==> src/rtl/button_debouncer.sv <==
// Two-flop synchronizer and debounce FSM for one board key: debounced level plus
// press, release, long-press and held outputs. Define BUTTON_REPEAT_EN for auto-repeat.
module button_debouncer #(
    parameter logic [31:0] DEBOUNCE_CYCLES = 32'd50000,
    parameter logic [31:0] LONG_CYCLES     = 32'd25000000,
    parameter logic        ACTIVE_LOW      = 1'b1,
    parameter logic [31:0] REPEAT_CYCLES   = 32'd5000000
) (
    input  logic clock,
    input  logic reset,
    input  logic button_in,
    output logic button_state,
    output logic press_pulse,
    output logic release_pulse,
    output logic long_press,
    output logic held,
    output logic repeat_pulse
);

    typedef enum logic [2:0] {
        RELEASED,
        PRESS_WAIT,
        PRESSED,
        LONG,
        RELEASE_WAIT
    } state_t;

    state_t      state, state_n;
    logic        sync_meta;
    logic        sync_out;
    logic        sample;
    logic [31:0] deb_cnt, deb_n;
    logic [31:0] hold_cnt, hold_n;
    logic [31:0] deb_inc;
    logic [31:0] hold_inc;
    logic        state_lvl_n;
    logic        held_n;
    logic        press_n;
    logic        release_n;
    logic        long_n;
    logic        rel_go;

    // Pressed reads as 1 regardless of board wiring polarity.
    assign sample   = sync_out ^ ACTIVE_LOW;
    assign deb_inc  = deb_cnt + 32'd1;
    assign hold_inc = hold_cnt + 32'd1;

`ifdef BUTTON_REPEAT_EN
    logic [31:0] rep_cnt, rep_n;
    logic [31:0] rep_inc;
    logic        repeat_n;

    assign rep_inc = rep_cnt + 32'd1;
`else
    logic unused_repeat;

    assign unused_repeat = ^REPEAT_CYCLES;
    assign repeat_pulse  = 1'b0;
`endif

    always_comb begin
        state_n     = state;
        deb_n       = deb_cnt;
        hold_n      = hold_cnt;
        state_lvl_n = button_state;
        held_n      = held;
        press_n     = 1'b0;
        release_n   = 1'b0;
        long_n      = 1'b0;
        rel_go      = 1'b0;
`ifdef BUTTON_REPEAT_EN
        rep_n       = rep_cnt;
        repeat_n    = 1'b0;
`endif
        unique case (state)
            RELEASED: begin
                if (sample) begin
                    if (DEBOUNCE_CYCLES == 32'd1) begin
                        state_n     = PRESSED;
                        press_n     = 1'b1;
                        state_lvl_n = 1'b1;
                        hold_n      = 32'd0;
                        deb_n       = 32'd0;
                    end else begin
                        state_n = PRESS_WAIT;
                        deb_n   = 32'd1;
                    end
                end
            end
            PRESS_WAIT: begin
                if (!sample) begin
                    state_n = RELEASED;
                    deb_n   = 32'd0;
                end else if (deb_inc == DEBOUNCE_CYCLES) begin
                    state_n     = PRESSED;
                    press_n     = 1'b1;
                    state_lvl_n = 1'b1;
                    hold_n      = 32'd0;
                    deb_n       = 32'd0;
                end else begin
                    deb_n = deb_inc;
                end
            end
            PRESSED: begin
                if (sample) begin
                    hold_n = hold_inc;
                    if (hold_inc == LONG_CYCLES) begin
                        state_n = LONG;
                        long_n  = 1'b1;
                        held_n  = 1'b1;
`ifdef BUTTON_REPEAT_EN
                        rep_n   = 32'd0;
`endif
                    end
                end else if (DEBOUNCE_CYCLES == 32'd1) begin
                    rel_go = 1'b1;
                end else begin
                    state_n = RELEASE_WAIT;
                    deb_n   = 32'd1;
                end
            end
            LONG: begin
                if (sample) begin
`ifdef BUTTON_REPEAT_EN
                    if (rep_inc == REPEAT_CYCLES) begin
                        repeat_n = 1'b1;
                        rep_n    = 32'd0;
                    end else begin
                        rep_n = rep_inc;
                    end
`endif
                end else if (DEBOUNCE_CYCLES == 32'd1) begin
                    rel_go = 1'b1;
                end else begin
                    state_n = RELEASE_WAIT;
                    deb_n   = 32'd1;
                end
            end
            RELEASE_WAIT: begin
                // A bounce back to pressed resumes the hold where it left off.
                if (sample) begin
                    state_n = held ? LONG : PRESSED;
                    deb_n   = 32'd0;
                end else if (deb_inc == DEBOUNCE_CYCLES) begin
                    rel_go = 1'b1;
                end else begin
                    deb_n = deb_inc;
                end
            end
            default: begin
                state_n = RELEASED;
            end
        endcase

        if (rel_go) begin
            state_n     = RELEASED;
            release_n   = 1'b1;
            state_lvl_n = 1'b0;
            held_n      = 1'b0;
            deb_n       = 32'd0;
            hold_n      = 32'd0;
`ifdef BUTTON_REPEAT_EN
            rep_n       = 32'd0;
`endif
        end
    end

    always_ff @(posedge clock) begin
        if (reset) begin
            sync_meta     <= ACTIVE_LOW;
            sync_out      <= ACTIVE_LOW;
            state         <= RELEASED;
            deb_cnt       <= 32'd0;
            hold_cnt      <= 32'd0;
            button_state  <= 1'b0;
            press_pulse   <= 1'b0;
            release_pulse <= 1'b0;
            long_press    <= 1'b0;
            held          <= 1'b0;
        end else begin
            sync_meta     <= button_in;
            sync_out      <= sync_meta;
            state         <= state_n;
            deb_cnt       <= deb_n;
            hold_cnt      <= hold_n;
            button_state  <= state_lvl_n;
            press_pulse   <= press_n;
            release_pulse <= release_n;
            long_press    <= long_n;
            held          <= held_n;
        end
    end

`ifdef BUTTON_REPEAT_EN
    always_ff @(posedge clock) begin
        if (reset) begin
            rep_cnt      <= 32'd0;
            repeat_pulse <= 1'b0;
        end else begin
            rep_cnt      <= rep_n;
            repeat_pulse <= repeat_n;
        end
    end
`endif

endmodule

==> config.mk <==
export PLATFORM = sky130hd
export DESIGN_NAME = button_debouncer
export DESIGN_NICKNAME = d
export VERILOG_FILES = /design/src/rtl/button_debouncer.sv
export SDC_FILE = /design/constraint.sdc
export NUM_CORES = 1
export LEC_CHECK = 0
export CAP_MARGIN = 0
export CELL_PAD_IN_SITES_DETAIL_PLACEMENT = 1
export CELL_PAD_IN_SITES_GLOBAL_PLACEMENT = 2
export CORE_ASPECT_RATIO = 0.75
export CORE_MARGIN = 2
export CORE_UTILIZATION = 37
export CTS_CLUSTER_DIAMETER = 40
export CTS_CLUSTER_SIZE = 30
export DETAILED_ROUTE_END_ITERATION = 16
export GPL_TIMING_DRIVEN = 0
export PLACE_DENSITY = 0.75
export SLEW_MARGIN = 30
export SYNTH_ARGS = -nofsm -noshare
export SYNTH_HDL_FRONTEND = slang
export SYNTH_SLANG_ARGS = --single-unit
export TNS_END_PERCENT = 1
==> constraint.sdc <==
create_clock -name clock -period 3.5 [get_ports clock]
set_clock_uncertainty 0.05 [all_clocks]
set_input_delay 0.35 -clock clock [delete_from_list [all_inputs] [get_ports clock]]
set_output_delay 0.35 -clock clock [all_outputs]
set_load 0.005 [all_outputs]
== After elaboration in Yosys (flattened, before gate mapping) ==
Index checks and enable logic that the tools add are counted.

* Bits in registers: 74
* Bits in latches: 0
* Memory bits (writable): 0
* Memory bits (read-only): 0
* Input port bits: 3
* Output and inout port bits: 6
* Memories: 0

* Add/sub/neg operators: 2
* Multiply operators: 0
* Divide/modulo/power cells: 0
* $lt $le $gt $ge: 0
* Equality and inequality tests: 16
* Shifts and indexed selects: 0
* Mux-type cells: 25
* Bitwise logic cells: 3
* Reduce and logical (&&, ||, !) cells: 12

{| class="wikitable"
|+ Operators with widths
! cell !! number
|-
| $mux W32 || 9
|-
| $pmux W32 S4 || 1
|-
| $add A32 B1 Y32 const B || 2
|-
| $pmux W32 S2 || 1
|-
| $eq A32 B16 Y1 const B || 1
|-
| $eq A32 B25 Y1 const B || 1
|-
| $mux W3 || 7
|-
| $pmux W3 S5 || 1
|-
| $ne A2 B2 Y1 const B || 6
|-
| $ne A3 B3 Y1 const B || 3
|-
| $reduce_and A4 Y1 || 2
|-
| $eq A3 B2 Y1 const B || 2
|-
| $mux W1 || 6
|-
| $reduce_and A3 Y1 || 2
|-
| $reduce_or A3 Y1 || 2
|-
| $reduce_and A5 Y1 || 1
|-
| $reduce_bool A4 Y1 || 1
|-
| $reduce_or A2 Y1 || 2
|-
| $eq A3 B1 Y1 const B || 1
|-
| $eq A3 B3 Y1 const B || 1
|-
| $logic_not A3 Y1 || 1
|-
| $not A1 Y1 || 3
|-
| $ne A2 B1 Y1 const B || 1
|-
| $reduce_bool A2 Y1 || 1
|}

== Depth between registers and ports, before layout ==
Gate-level depths: netlist of the first run.

* Word-level depth: 6
* Depth in mapped cells: 12

== Least setup slack after synthesis of the first run ==
No wires, ideal clock.

* Path kind: flip-flop to flip-flop
* Start: reg deb_cnt[0]
* End: reg deb_cnt[21]
* Arrival time: 2.911 ns
* Required time: 3.333 ns
* Slack: 0.422 ns
* Cell stages (with the launch flop): 11
* Buffers on the path: 2
* Cell sequence: dfxtp_1 > ha_1 > nand3_1 > or4_1 > o31ai_1 > o211ai_1 > nor4b_2 > a21oi_2 > buf_4 > buf_4 > a22o_1

* Cells in the longest elaborated chain, start to end: 6

{| class="wikitable"
|+ RTL lines
! item !! RTL line !! RTL
|-
| from (decl) || 32 || <nowiki>logic [31:0] deb_cnt, deb_n;</nowiki>
|-
| from (signal assigned) || 184 || <nowiki>deb_cnt <= deb_n;</nowiki>
|-
| $add A32 B1 Y32 * || 45 || <nowiki>assign deb_inc = deb_cnt + 32'd1;</nowiki>
|-
| $eq A32 B16 Y1 || 94, 144 ||
|-
| $mux W1 || 144 || <nowiki>end else if (deb_inc == DEBOUNCE_CYCLES) begin</nowiki>
|-
| $mux W1 || 141 || <nowiki>if (sample) begin</nowiki>
|-
| $mux W1 || 75 || <nowiki>unique case (state)</nowiki>
|-
| $reduce_or A2 Y1 (no source line) || -- ||
|}

Mark *: on every way between the ends. The rest lies on a longest branch, timed or not. The select of a mux whose other input is x is not followed.
A chain may end at the register's enable or synchronous reset.

== Final worst setup path of the first run ==
* Start: reg deb_cnt[6]
* End: reg hold_cnt[11]

* Cells in the longest elaborated chain, start to end: 6

{| class="wikitable"
|+ RTL lines
! item !! RTL line !! RTL
|-
| $add A32 B1 Y32 * || 45 ||
|-
| $eq A32 B16 Y1 * || 94, 144 ||
|-
| $mux W1 || 144 ||
|-
| $mux W1 || 141 ||
|-
| $mux W1 || 75 ||
|-
| $reduce_or A2 Y1 (no source line) || -- ||
|-
| to (signal assigned) || 185 || <nowiki>hold_cnt <= hold_n;</nowiki>
|-
| to (decl) || 33 || <nowiki>logic [31:0] hold_cnt, hold_n;</nowiki>
|}

Mark *: on every way between the ends. The rest lies on a longest branch, timed or not.

==> run summary, run 1 <==
fin crit share: 96.0%
pwr dens: 311 nW/um^2
Clock Path Buffers: 2
top post-synthesis cells by area: dfxtp_1 29%, nand2_1 5.1%, a31oi_1 4.7%
fin cells: 873
synth warn: 0
Async SR Flop Fraction: 0%
routed wire length: 18300 microns
Area Overhead vs Synth: 14.5%
most common cell after layout, fill and taps aside: dfxtp_1
vias in the first global route: 5099
Syn Area/Cell: 7.45 sq um
CTS tree: built
H-tree depth: 3
Worst Path Max Fanout: 10
ys flop type: dfxtp_1
HPWL Detailed: 13600 microns
number of diodes: 0
Initial Utilization: 38.4%
DRT antenna net count: 0
pre-CTS setup slack: -471 ps
actual transition at the worst max-transition pin: 694 ps
DIE AREA: 14600 sq um
overall routing resource usage: 24.9%
Post-synth EDFFs: 0
most frequent cells in the layout: 73 x dfxtp_1, 68 x nand2_1, 56 x nor2_1, 41 x nand3_1
clock root buffer: clkbuf_16
Rows: 36
Vias: 5500
vias per inst: 6.30
# DRC: 0
dpl cells: 857
layout cells sized above 1: 11.5%
Finished Core Util: 43.9%
drt wl/cell: 20.9 microns
Hold Violations, Final: 0
Mapped Cells: 678
initial antenna violation count: 0
sequential area share after synthesis: 29.3%
largest net degree at the start of global routing: 13
CP startpoint kind: flop
total CTS buffers: 9
core area: 13200 sq um
Rel. slew slack: 53.6%
Peak VDD IR: 0.310 mV
leakage: 1.87 nW
Yosys cell types: 66
Setup violations, final: 0
DIE WIDTH: 139 microns
Max Clk Rate: 298 MHz
RSZ-0062 raised after global routing: yes
die height: 105 microns
CTS clock-pin slew for the worst setup and hold paths: 60 ps
MaxCap Viol Count: 0
Tmin final: 3360 ps
Net Count, Synth: 684
crit path DAT: 3510 ps
Worst Hold Class: flop to flop
hold-fix buffer count after cts: 0
CTS sink cnt: 74
# port buffers: 6
Top Ports: 9
clock latency on the worst-skew pair: 350 ps
post-synth design cell area: 5050 sq um
Crit Path Category: flop to flop
worst setup margin: 140 ps
Yosys top cell area share: 29.3%
first-pass GRT wire length: 28500 microns
Pre-Repair DR Iteration Count: 5
initial drt markers: 451
post-synthesis sequential element count: 74
RD Place Congestion: 0.863
Slew Viols, Final: 0
leading area contributor after synthesis: dfxtp_1
Final nets: 703
Worst Path Required: 3650 ps
status: finished, final reports clean
Crit. End Element: flop
total gr overflow: 0
==> layout make-up <==
| cell class | instances | area, sq um |
|---|---|---|
| plain buffers | 59 | 310 |
| inverters | 12 | 45.0 |
| flip-flops and latches | 74 | 1480 |
| well taps | 171 | 214 |
| clock buffers | 12 | 256 |
| multi-input cells | 530 | 3350 |
| fillers | 1651 | 7370 |
| clock inverters | 4 | 26.3 |
| repair buffers | 11 | 95.1 |
==> report_power, final <==
| group | leakage [nW] | switching [W] | internal [W] |
|---|---|---|---|
| sequential | 0.597 | 0.00000266 | 0.000845 |
| combinational | 1.14 | 0.0000332 | 0.0000144 |
| clock | 0.139 | 0.000385 | 0.000518 |
| total | 1.87 | 0.000421 | 0.00138 |
==> worst paths after layout <==
kind / to / cells after the start / slack [ps] / startpoint
setup / recovery: hold_cnt[11] / 10 / 140 / deb_cnt[6]
hold reg to reg: sync_out / 1 / 380 / sync_meta
setup reg to reg: hold_cnt[11] / 10 / 140 / deb_cnt[6]
hold / removal: sync_out / 1 / 380 / sync_meta
==> through the flow <==
stage                     setup TNS (ps)  cell area [sq um]  total power, W  hold slack (ps)
after floorplan                        0               5050        0.000894              339
after global placement            -43430               5320        0.000911              342
after detailed placement          -21500               5350        0.000913              381
after CTS                              0               5700         0.00182              376
after global routing                -232               5780         0.00186              397
final                                  0               5780         0.00180              382
==> sequential cells by signal (all words and copies together), names as in the netlist <==
name,flops
deb_cnt,32
hold_cnt,32
state,3
button_state,1
held,1
long_press,1
press_pulse,1
release_pulse,1
sync_meta,1
sync_out,1
==> worst max-delay path, cell delays in order, from the launching register on <==
cell and delay, ps:
dfxtp_1 470, nand3_2 210, or4_1 550, buf_2 200, mux2_4 350, or4_4 500
nor4_4 270, a31o_1 230, buf_6 170, buf_6 170, a311oi_1 50
==> routing by layer <==
metal | wire length, microns | vias up | track usage, %
li1 | - | 2584 | -
met1 | 9870 | 2760 | 40.0
met2 | 7130 | 138 | 33.5
met3 | 1040 | 18 | 4.58
met4 | 210 | 0 | 5.48
met5 | 0 | - | 0
==> cells by family after synthesis <==
group | after synthesis | share of synthesized area (%)
AO/OA/AOI/OAI | 172 | 22.9
XOR/XNOR | 23 | 3.99
adder cells (fa/ha/maj) | 3 | 0.744
buffers and inverters | 74 | 6.94
flip-flops | 74 | 29.3
multiplexers | 9 | 1.88
other | 1 | 0.0743
AND/OR/NAND/NOR | 322 | 34.1
==> cell usage after synthesis (10+ instances only) <==
cell type / number
dfxtp_1: 74
nor3_1: 32
nand3_1: 44
clkbuf_1: 34
nor4_1: 10
nor2_1: 57
a21oi_1: 38
o21ai_0: 25
and3_1: 15
nand2b_1: 15
a311oi_1: 23
nand2_1: 68
inv_1: 12
buf_2: 16
xnor2_1: 15
nand4_1: 24
a31oi_1: 38
==> what timing repair did <==
item	4_1_cts	5_1_grt
setup buffers	0	3
pin swaps	0	3
endpoints found under the hold margin	0	0
gates resized for setup	14	18
endpoints found under the setup margin	72	68
gates cloned	0	0
(Power assumes the default switching activity.)
==> run 2: changes to the inputs <==
--- a/config.mk
+++ b/config.mk
@@ -16,5 +16,7 @@
 export DETAILED_ROUTE_END_ITERATION = 16
 export GPL_TIMING_DRIVEN = 0
+export MAX_ROUTING_LAYER = met4
 export PLACE_DENSITY = 0.75
+export RECOVER_POWER = 25
 export SLEW_MARGIN = 30
 export SYNTH_ARGS = -nofsm -noshare
--- a/constraint.sdc
+++ b/constraint.sdc
@@ -3,3 +3,3 @@
 set_input_delay 0.35 -clock clock [delete_from_list [all_inputs] [get_ports clock]]
 set_output_delay 0.35 -clock clock [all_outputs]
-set_load 0.005 [all_outputs]
+set_load 0.01 [all_outputs]
==> run summary, run 2 (synthesis gave the netlist of run 1 again) <==
critical path's largest stage delay: 610 ps
HPWL Detailed: 13600 microns
FF-to-FF End: deb_cnt[8]
Max Clk Rate: 298 MHz
most frequent cells in the layout: 73 x dfxtp_1, 68 x nand2_1, 56 x nor2_1, 41 x nand3_1
most common cell after layout, fill and taps aside: dfxtp_1
Pre-Repair DR Iteration Count: 5
clock root buffer: clkbuf_16
Peak VDD IR: 0.310 mV
MaxCap Viol Count: 0
CTS tree: built
CP startpoint kind: flop
overall routing resource usage: 25.7%
CTS clock-pin slew for the worst setup and hold paths: 60 ps
dpl cells: 857
Worst Hold Class: flop to flop
Top delay family on crit path: simple AND/OR/NAND/NOR gates
status: finished, final reports clean
Hold Slack: 380 ps
R2R cell count: 11
cell breakdown of the critical path: ha_2 -> nand3_4 -> or4_4 -> or4_1 -> o211ai_1 -> nor4b_4 -> a21oi_4 -> buf_6 -> buf_4 -> o21ai_0 -> o21ai_0
fin cells: 873
Clock Path Buffers: 2
crit path from: deb_cnt[1]
Hold Violations, Final: 0
Rows: 36
RD Place Congestion: 0.877
DIE WIDTH: 139 microns
Rel. slew slack: 51.9%
Slew Viols, Final: 0
Top Registers: deb_cnt: 32 flops, hold_cnt: 32 flops, state: 3 flops
Crit path buffers/inverters: 2
slowest CP cell: or4_4
worst setup path endpoint: deb_cnt[8]
Setup violations, final: 0
clock latency on the worst-skew pair: 340 ps
CP most frequent cell: o21ai_0
hold-fix buffer count after cts: 0
drt wl/cell: 20.8 microns
# port buffers: 6
Crit. End Element: flop
actual transition at the worst max-transition pin: 719 ps
first-pass GRT wire length: 28600 microns
Final nets: 703
worst flop-to-flop path startpoint: deb_cnt[1]
DRT antenna net count: 0
Crit Path Category: flop to flop
fillers: 1650
vias per inst: 6.26
crit path DAT: 3550 ps
initial drt markers: 439
fin crit share: 95.8%
layout cells sized above 1: 11.4%
H-tree depth: 3
Top Ports: 9
number of diodes: 0
Vias: 5466
Tmin final: 3350 ps
Cell Area, Placed: 5350 sq um
pwr dens: 310 nW/um^2
number of cells on the critical path: 11
vias in the first global route: 5101
die height: 105 microns
post-route cell area: 5780 sq um
# DRC: 0
CTS sink cnt: 74
initial antenna violation count: 0
Area Overhead vs Synth: 14.4%
core area: 13200 sq um
Finished Core Util: 43.9%
r2r setup slk: 150 ps
Initial Utilization: 38.4%
Worst Path Required: 3690 ps
RSZ-0062 raised after global routing: yes
Worst Path Max Fanout: 10
routed wire length: 18200 microns
largest net degree at the start of global routing: 13
total CTS buffers: 9
leakage: 1.88 nW
DIE AREA: 14600 sq um
total gr overflow: 0
[run 2: how the worst min path moves through the flow]
stage                  to  cells past startpoint      start  slack (ps)
6_report         sync_out                      1  sync_meta         380
3_5_place_dp     sync_out                      1  sync_meta         380
5_1_grt          sync_out                      1  sync_meta         400
4_1_cts        long_press                      2      reset         380
3_3_place_gp     sync_out                      1  sync_meta         340
2_1_floorplan    sync_out                      1  sync_meta         340
[run 2: what timing repair did]
| action | 4_1_cts | 5_1_grt |
|---|---|---|
| resized for setup | 14 | 16 |
| pin swaps | 0 | 3 |
| endpoints found under the setup margin | 72 | 68 |
| buffers inserted | 0 | 3 |
[run 2: area by class of cell]
cell class / instances / area (sq um) / area share (%)
well taps: 171 / 214 / 3.70
repair buffers: 11 / 95.1 / 1.65
multi-input cells: 530 / 3350 / 58.0
plain buffers: 59 / 309 / 5.35
inverters: 12 / 45.0 / 0.780
flip-flops and latches: 74 / 1480 / 25.7
clock buffers: 12 / 256 / 4.44
clock inverters: 4 / 26.3 / 0.455
[run 2: stage by stage]
step	power, W	setup TNS (ps)	worst slack, ps
after floorplan	0.000894	0	422
after global placement	0.000912	-43430	-806
after detailed placement	0.000913	-21500	-471
after CTS	0.00182	0	26.3
after global routing	0.00186	-247	-29.2
final	0.00179	0	147
[run 2: where the power goes]
part           switching (W)  internal, W
sequential        0.00000270     0.000845
clock               0.000381     0.000518
combinational      0.0000334    0.0000142
total               0.000417      0.00138
[run 2: metal layers]
metal  vias to the layer above  GRT usage (%)  wire (microns)  part of all wire (%)
met5                         -              -               0                     0
met4                         0           5.48             187                   1.0
met3                        17           4.58            1190                   6.5
met2                       151           33.5            7110                    39
met1                      2711           40.2            9670                    53
li1                       2587              -               -                     -
